[config.mk]
export PLATFORM = sky130hd
export DESIGN_NAME = serial_subtractor_flat
export DESIGN_NICKNAME = d
export VERILOG_FILES = /design/src/rtl/serial_subtractor_if.sv /design/src/rtl/serial_subtractor.sv /design/src/flat_wrapper.sv
export SDC_FILE = /design/constraint.sdc
export NUM_CORES = 1
export LEC_CHECK = 0
export BUFFER_PORTS_ARGS = -buffer_cell sky130_fd_sc_hd__buf_4
export CAP_MARGIN = 20
export CORE_MARGIN = 1
export CORE_UTILIZATION = 40
export CTS_CLUSTER_SIZE = 10
export DETAILED_ROUTE_END_ITERATION = 6
export GPL_ROUTABILITY_DRIVEN = 1
export PLACE_DENSITY = 0.67
export SLEW_MARGIN = 30
export SYNTH_ARGS = -nofsm -noshare
export SYNTH_HDL_FRONTEND = slang
export SYNTH_SLANG_ARGS = --single-unit
[constraint.sdc]
create_clock -name clk -period 3.25 [get_ports clk]
set_input_delay 0.325 -clock clk [delete_from_list [all_inputs] [get_ports clk]]
set_output_delay 0.325 -clock clk [all_outputs]
set_load 0.02 [all_outputs]
[src/rtl/serial_subtractor_if.sv]
// Start/done handshake bundle for serial_subtractor: operands and borrow-in
// toward the subtractor, status and result back to the requester.
interface serial_subtractor_if #(
    parameter int N = 5
);
    logic         start;
    logic [N-1:0] a;
    logic [N-1:0] b;
    logic         Bin;
    logic         busy;
    logic         done;
    logic [N-1:0] diff;
    logic         Bout;
    logic         ovf;

    modport master (
        output start, a, b, Bin,
        input  busy, done, diff, Bout, ovf
    );

    modport slave (
        input  start, a, b, Bin,
        output busy, done, diff, Bout, ovf
    );
endinterface

[src/rtl/serial_subtractor.sv]
// Bit-serial N-bit subtractor computing a - b - Bin LSB first, one full-subtractor
// step per clock. Optional signed overflow flag guarded by SERIAL_SUB_OVF_EN.
module serial_subtractor #(
    parameter int N = 5
) (
    input  logic                 clk,
    input  logic                 rst_n,
    serial_subtractor_if.slave   bus
);
    localparam int CW = (N > 2) ? $clog2(N) : 1;
    localparam logic [CW-1:0] LAST_BIT = CW'(N - 1);

    typedef enum logic [1:0] {
        S_IDLE = 2'd0,
        S_RUN  = 2'd1,
        S_DONE = 2'd2
    } state_t;

    state_t          state_q, state_d;
    logic [CW-1:0]   cnt_q, cnt_d;
    logic [N-1:0]    a_sr_q, a_sr_d;
    logic [N-1:0]    b_sr_q, b_sr_d;
    logic            br_q, br_d;
    logic [N-1:0]    res_q, res_d;
    logic [N-1:0]    diff_q, diff_d;
    logic            bout_q, bout_d;
    logic            d_bit_s;
    logic            br_nxt_s;
`ifdef SERIAL_SUB_OVF_EN
    logic            ovf_q, ovf_d;
`endif

    // Single full-subtractor cell operating on the current LSBs
    always_comb begin
        d_bit_s  = a_sr_q[0] ^ b_sr_q[0] ^ br_q;
        br_nxt_s = (~a_sr_q[0] & b_sr_q[0]) | (~(a_sr_q[0] ^ b_sr_q[0]) & br_q);
    end

    // Next-state and datapath control
    always_comb begin
        state_d = state_q;
        cnt_d   = cnt_q;
        a_sr_d  = a_sr_q;
        b_sr_d  = b_sr_q;
        br_d    = br_q;
        res_d   = res_q;
        diff_d  = diff_q;
        bout_d  = bout_q;
`ifdef SERIAL_SUB_OVF_EN
        ovf_d   = ovf_q;
`endif
        case (state_q)
            S_IDLE, S_DONE: begin
                if (bus.start) begin
                    a_sr_d  = bus.a;
                    b_sr_d  = bus.b;
                    br_d    = bus.Bin;
                    res_d   = '0;
                    cnt_d   = '0;
                    state_d = S_RUN;
                end else begin
                    state_d = S_IDLE;
                end
            end
            S_RUN: begin
                a_sr_d = {1'b0, a_sr_q[N-1:1]};
                b_sr_d = {1'b0, b_sr_q[N-1:1]};
                br_d   = br_nxt_s;
                res_d  = {d_bit_s, res_q[N-1:1]};
                if (cnt_q == LAST_BIT) begin
                    diff_d  = {d_bit_s, res_q[N-1:1]};
                    bout_d  = br_nxt_s;
`ifdef SERIAL_SUB_OVF_EN
                    // br_q here is the borrow into the MSB
                    ovf_d   = br_q ^ br_nxt_s;
`endif
                    state_d = S_DONE;
                end else begin
                    cnt_d   = cnt_q + CW'(1);
                end
            end
            default: begin
                state_d = S_IDLE;
            end
        endcase
    end

    // State, shift registers and committed results
    always_ff @(posedge clk or negedge rst_n) begin
        if (!rst_n) begin
            state_q <= S_IDLE;
            cnt_q   <= '0;
            a_sr_q  <= '0;
            b_sr_q  <= '0;
            br_q    <= 1'b0;
            res_q   <= '0;
            diff_q  <= '0;
            bout_q  <= 1'b0;
`ifdef SERIAL_SUB_OVF_EN
            ovf_q   <= 1'b0;
`endif
        end else begin
            state_q <= state_d;
            cnt_q   <= cnt_d;
            a_sr_q  <= a_sr_d;
            b_sr_q  <= b_sr_d;
            br_q    <= br_d;
            res_q   <= res_d;
            diff_q  <= diff_d;
            bout_q  <= bout_d;
`ifdef SERIAL_SUB_OVF_EN
            ovf_q   <= ovf_d;
`endif
        end
    end

    assign bus.busy = (state_q == S_RUN);
    assign bus.done = (state_q == S_DONE);
    assign bus.diff = diff_q;
    assign bus.Bout = bout_q;
`ifdef SERIAL_SUB_OVF_EN
    assign bus.ovf  = ovf_q;
`else
    assign bus.ovf  = 1'b0;
`endif

endmodule

[src/flat_wrapper.sv]
// flat-port wrapper written by rule: the top's interface ports become plain ports
module serial_subtractor_flat 
#(
    parameter int N = 5
)
  (clk, rst_n, bus_start, bus_a, bus_b, bus_Bin, bus_busy, bus_done, bus_diff, bus_Bout, bus_ovf);
  serial_subtractor_if #(.N(N)) bus_i ();
  input  logic clk;
  input  logic rst_n;
  input wire logic [$bits(bus_i.start)-1:0] bus_start;
  input wire logic [$bits(bus_i.a)-1:0] bus_a;
  input wire logic [$bits(bus_i.b)-1:0] bus_b;
  input wire logic [$bits(bus_i.Bin)-1:0] bus_Bin;
  output wire logic [$bits(bus_i.busy)-1:0] bus_busy;
  output wire logic [$bits(bus_i.done)-1:0] bus_done;
  output wire logic [$bits(bus_i.diff)-1:0] bus_diff;
  output wire logic [$bits(bus_i.Bout)-1:0] bus_Bout;
  output wire logic [$bits(bus_i.ovf)-1:0] bus_ovf;
  assign bus_i.start = bus_start;
  assign bus_i.a = bus_a;
  assign bus_i.b = bus_b;
  assign bus_i.Bin = bus_Bin;
  assign bus_busy = bus_i.busy;
  assign bus_done = bus_i.done;
  assign bus_diff = bus_i.diff;
  assign bus_Bout = bus_i.Bout;
  assign bus_ovf = bus_i.ovf;
  serial_subtractor #(.N(N)) u_core (.clk(clk), .rst_n(rst_n), .bus(bus_i));
endmodule
**Yosys cells after proc, flatten, opt, wreduce, memory -nomap -nowiden**

Cells that the tools add are included.

- Word-level logic and storage cells: 42
- Input port bits: 14
- Register bits: 27

- Muxes and demuxes: 14
- Reductions and logical operators: 6
- Bitwise operators: 7
- Add/subtract/negate cells: 1
- Equal/unequal tests: 6

Operator list:

| operator | count |
|---|---|
| one-hot mux 5 bit (2 select lines) | 3 |
| two-way mux 5 bit | 3 |
| two-way mux 3 bit | 2 |
| one-hot mux 3 bit (2 select lines) | 1 |
| != test 2 bit, second input constant | 2 |
| one-hot mux 2 bit (2 select lines) | 1 |
| AND reduction 2 bit | 2 |
| adder 3 x 1 -> 3 bit, second input constant | 1 |
| == test 3 bit, second input constant | 1 |
| AND reduction 3 bit | 1 |
| AND 1 bit | 2 |
| == test 2 x 1 -> 1 bit, second input constant | 1 |
| == test 2 bit, second input constant | 1 |
| zero test 2 bit | 1 |
| two-way mux 1 bit | 2 |
| two-way mux 2 bit | 1 |
| != test 2 x 1 -> 1 bit, second input constant | 1 |
| NOT 1 bit | 2 |
| one-hot mux 1 bit (2 select lines) | 1 |
| nonzero test 2 bit | 1 |
| OR reduction 2 bit | 1 |
| XOR 1 bit | 2 |
| OR 1 bit | 1 |

**Logic depth before layout (Yosys ltp)**

- Depth after elaboration: 5
- Depth in mapped cells: 5
- Depth with buffers taken out: 5

**Worst setup path after synthesis**

Ideal clock, no wire load.

- Kind: register to register
- Start: register u_core.cnt_q[0]
- End: register u_core.diff_q[0] (netlist: u_core.bus.diff[0])
- Buffers on the path: 0
- Required time: 3,125 ps
- Cell stages (with the launch flop): 5
- Clock period less this slack: 1,280 ps
- Arrival time: 1,156 ps
- Slack: 1,970 ps
- Path through: dfrtp_1 > inv_1 > ha_1 > nand4b_2 > mux2_2

- Cells in the longest elaborated chain, start to end: 2

Ends and longest elaborated chain:

| item | line | RTL |
|---|---|---|
| from (decl) | serial_subtractor.sv:20 | `logic [CW-1:0] cnt_q, cnt_d;` |
| from (signal assigned) | serial_subtractor.sv:104 | `cnt_q <= cnt_d;` |
| == test 3 bit | serial_subtractor.sv:70 | `if (cnt_q == LAST_BIT) begin` |
| AND reduction 2 bit (no line) | n/a |  |
| to (signal assigned) | serial_subtractor.sv:109 | `diff_q <= diff_d;` |
| to (decl) | serial_subtractor.sv:25 | `logic [N-1:0] diff_q, diff_d;` |

No other way between the ends.
A chain may end at the register's enable or synchronous reset.

**Worst setup path in the final report**

- Start: register u_core.state_q[0]
- End: output port bus_busy

- Cells in the longest elaborated chain, start to end: 1

Ends and longest elaborated chain:

| item | line | RTL |
|---|---|---|
| from (decl) | serial_subtractor.sv:19 | `state_t state_q, state_d;` |
| from (signal assigned) | serial_subtractor.sv:103 | `state_q <= state_d;` |
| == test 2 x 1 -> 1 bit | serial_subtractor.sv:117 | `assign bus.busy = (state_q == S_RUN);` |
| to (decl) | flat_wrapper.sv:14 | `output wire logic [$bits(bus_i.busy)-1:0] bus_busy;` |

No other way between the ends.

==> summary.md <==
| Metric | Value |
|---|---|
| Commonest cells post-synth | `dfrtp_1 (26), nand2_1 (20), nor2_1 (10), a31oi_1 (8)` |
| Worst EP required | `2.92 ns` |
| Period utilization | `68.1%` |
| Dpl hpwl | `1540 um` |
| Row count | `19` |
| Share of layout cells above drive strength 1 | `28.3%` |
| DR vias/cell | `5.27` |
| Die area | `0.00313 mm2` |
| FF-to-FF setup slack | `1.39 ns` |
| Vias in the first global route | `836` |
| Setup CP Type | `reg2out` |
| Slew HR | `54.7%` |
| Fmax | `0.452 GHz` |
| Maximum vdd ir drop | `575 uV` |
| Synth Area in XOR/XNOR | `0%` |
| Area leader, netlist | `dfrtp_1` |
| Wire length per cell | `13.9 um` |
| Hold Path Class | `in2reg` |
| CP max stage delay | `0.52 ns` |
| Input/output buffers | `21` |
| Worst Tran Pin Value | `0.679 ns` |
| Antenna diodes | `0` |
| Post-Synth Simple-Gate Area | `15.9%` |
| Core Box Area | `0.00276 mm2` |
| Post-Layout Cell Count | `158` |
| Post-detailed-route count of antenna-violating nets | `0` |
| RSZ-0062 raised after global routing | `no` |
| Area contributors post-synth | `dfrtp_1 (56%), nand2_1 (6.5%), mux2_2 (4.8%), a22o_1 (4.5%), a31oi_1 (4.3%)` |
| Status | `completed` |
| Top-count cell post-synth | `dfrtp_1` |
| CP Capture Type | `primary output` |
| Pins Over Slew Limit | `0` |
| Worst path depth | `3` |
| CTS tree | `yes` |
| Post-synth ARST share | `100%` |
| Main combinational cell family by area after synthesis | `simple AND/OR/NAND/NOR gates` |
| CTS Buf Count | `3` |
| Die Span Y | `55.9 um` |
| Switching Share | `38.0%` |
| Clk sink count | `26` |
| H-tree depth | `1` |
| CP max FO | `20` |
| Compound-gate portion of the synthesized area | `11.6%` |
| RR Startpoint | `u_core.state_q[0]` |
| End of the critical path | `bus_busy` |
| Post-Syn Instances | `106` |
| Critical path's top delay family | `buffers and inverters` |
| GPL Wtd Cong | `0.752` |
| Register area share after synthesis | `55.9%` |
| Total gr overflow | `0` |
| Post-synth EDFFs | `0` |
| Pleak | `0.000695 uW` |
| Clock skew | `0.00264 ns` |
| Final-report setup violation count | `0` |
| Nets | `145` |
| Worst-path clk slew | `0.15 ns` |
| Largest net degree at the start of global routing | `27` |
| Worst reg-to-reg path cell count | `4` |
| Initial Util | `42.2%` |
| Die width | `55.9 um` |
| Comb pwr share | `44.2%` |
| Overall global routing resource usage | `15.8%` |
| Worst hold margin | `0.215 ns` |
| Mux contribution to synthesized area | `6.99%` |
| Pwr Density | `1030 mW/mm2` |
| I/O pins | `23` |
| Fin. Hold Viols | `0` |
| CP max stage cell | `nand2b_1` |
| Crit path arrival time | `1.89 ns` |
| DP Cell Count | `153` |
| Post-synthesis adder-cell area fraction | `3.87%` |
| Sequential share of power | `39.9%` |
| Clock share of power | `15.9%` |
| Syn Nets | `123` |
| Critical path, cell by cell | `nand2b_1 > clkinv_2 > buf_4` |
| Post-synthesis area per instance | `11.0 um2` |
| Non-Filler Cell Area, Final | `0.00139 mm2` |
| Bufs and invs on worst path | `2` |
| Synth cell types | `27` |
| DR pass1 iterations | `4` |
| Max-cap violations | `0` |
| Synthesis-stage register bit count | `26` |
| Area Overhead vs Synth | `19.2%` |
| Root buf cell | `clkbuf_4` |
| Reg-to-Reg End | `u_core.cnt_q[1]` |
| DRC Markers | `0` |
| Initial DRC Count | `23` |
| Yosys Warn Count | `0` |
| Post-DP Area | `0.00133 mm2` |
| Via count | `832` |
| Synthesized area | `0.00116 mm2` |
| Final wirelength | `2200 um` |
| CP startpoint | `u_core.state_q[0]` |
| Synth Flop Type | `dfrtp_1` |
| Power Internal | `888 uW` |
| Depth of the worst hold-timing path | `2` |
| Post-route minimum period | `2.21 ns` |
| Fillers | `254` |
| Initial antenna violation count | `0` |
| Skew-Pair Late Insertion Delay | `0.32 ns` |
| Final TNS setup | `0 ns` |
| Worst setup SP type | `register` |
| Synth top area share | `55.9%` |
| Postcts setup bufs | `0` |
| Worst-case clock buffer depth | `2` |
| Sw power | `544 uW` |
| First-pass GRT wire length | `3820 um` |
## final cells by class
cell class / instances / area [um2] / area share (%)
inverters: 7 / 27.5 / 1.98
multi-input cells: 68 / 450 / 32.5
well taps: 31 / 38.8 / 2.80
flip-flops and latches: 26 / 651 / 46.9
clock inverters: 1 / 30.0 / 2.16
clock buffers: 3 / 22.5 / 1.62
repair buffers: 22 / 168 / 12.1
## sequential cells by signal, indices dropped and copies added, names as in the netlist
name             count
u_core.br_q          1
u_core.res_q         4
u_core.bus.Bout      1
u_core.cnt_q         3
u_core.state_q       2
u_core.a_sr_q        5
u_core.b_sr_q        5
u_core.bus.diff      5
## kinds of logic after synthesis
kind of cell               after synthesis
adders and majority gates                3
buffers and inverters                   12
DFF                                     26
other                                    1
muxes                                    7
and+or+nand+nor                         38
AOI/OAI and AO/OA                       19
## repair_timing
action / 4_1_cts / 5_1_grt
gates resized for setup: 0 / 0
endpoints found under the hold margin: 26 / 0
hold buffers: 1 / 0
## cells in the final DEF, fill, tap and decap left out, types with 2 or more instances in the layout
cell type | Yosys | routed
buf_4 | 4 | 21
a22o_1 | 6 | 6
inv_1 | 6 | 6
a31oi_1 | 8 | 8
ha_1 | 2 | 2
nand2_1 | 20 | 20
nand2b_1 | 2 | 2
dfrtp_1 | 26 | 26
mux2_2 | 5 | 5
clkbuf_4 | 0 | 3
nor2_1 | 10 | 10
## stage by stage
step	total power (uW)	util [%]	setup slack (ns)
2_1_floorplan	1050	-	1.97
3_3_place_gp	1190	48.0	1.46
3_5_place_dp	1220	48.0	1.39
4_1_cts	1440	50.3	1.02
5_1_grt	1550	50.3	0.879
6_report	1430	50.3	1.04
## per-layer routing
layer	up-vias	share of wire, %	GRT usage, %
li1	393	-	-
met1	412	47	21.4
met2	25	47	25.3
met3	2	5.7	3.49
met4	0	0.50	5.23
met5	-	0	0
## power by group through the flow
stage	Clock, uW	Combinational (uW)	Sequential (uW)
detailed placement	0	641	579
floorplan	0	451	598
global route	241	714	596
finish	227	633	571
global placement	0	617	571
CTS	228	643	572
## worst min path at each step
stage / slack (ns) / start / to
final: 0.22 / bus_a[4] / u_core.a_sr_q[4]
after global routing: 0.21 / bus_Bin / u_core.br_q
after CTS: 0.22 / bus_a[4] / u_core.a_sr_q[4]
after detailed placement: 0.25 / rst_n / u_core.bus.diff[0]
after global placement: 0.25 / rst_n / u_core.bus.diff[0]
after floorplan: 0.03 / rst_n / u_core.a_sr_q[0]
Note: power is estimated with default switching activity, not from simulation.
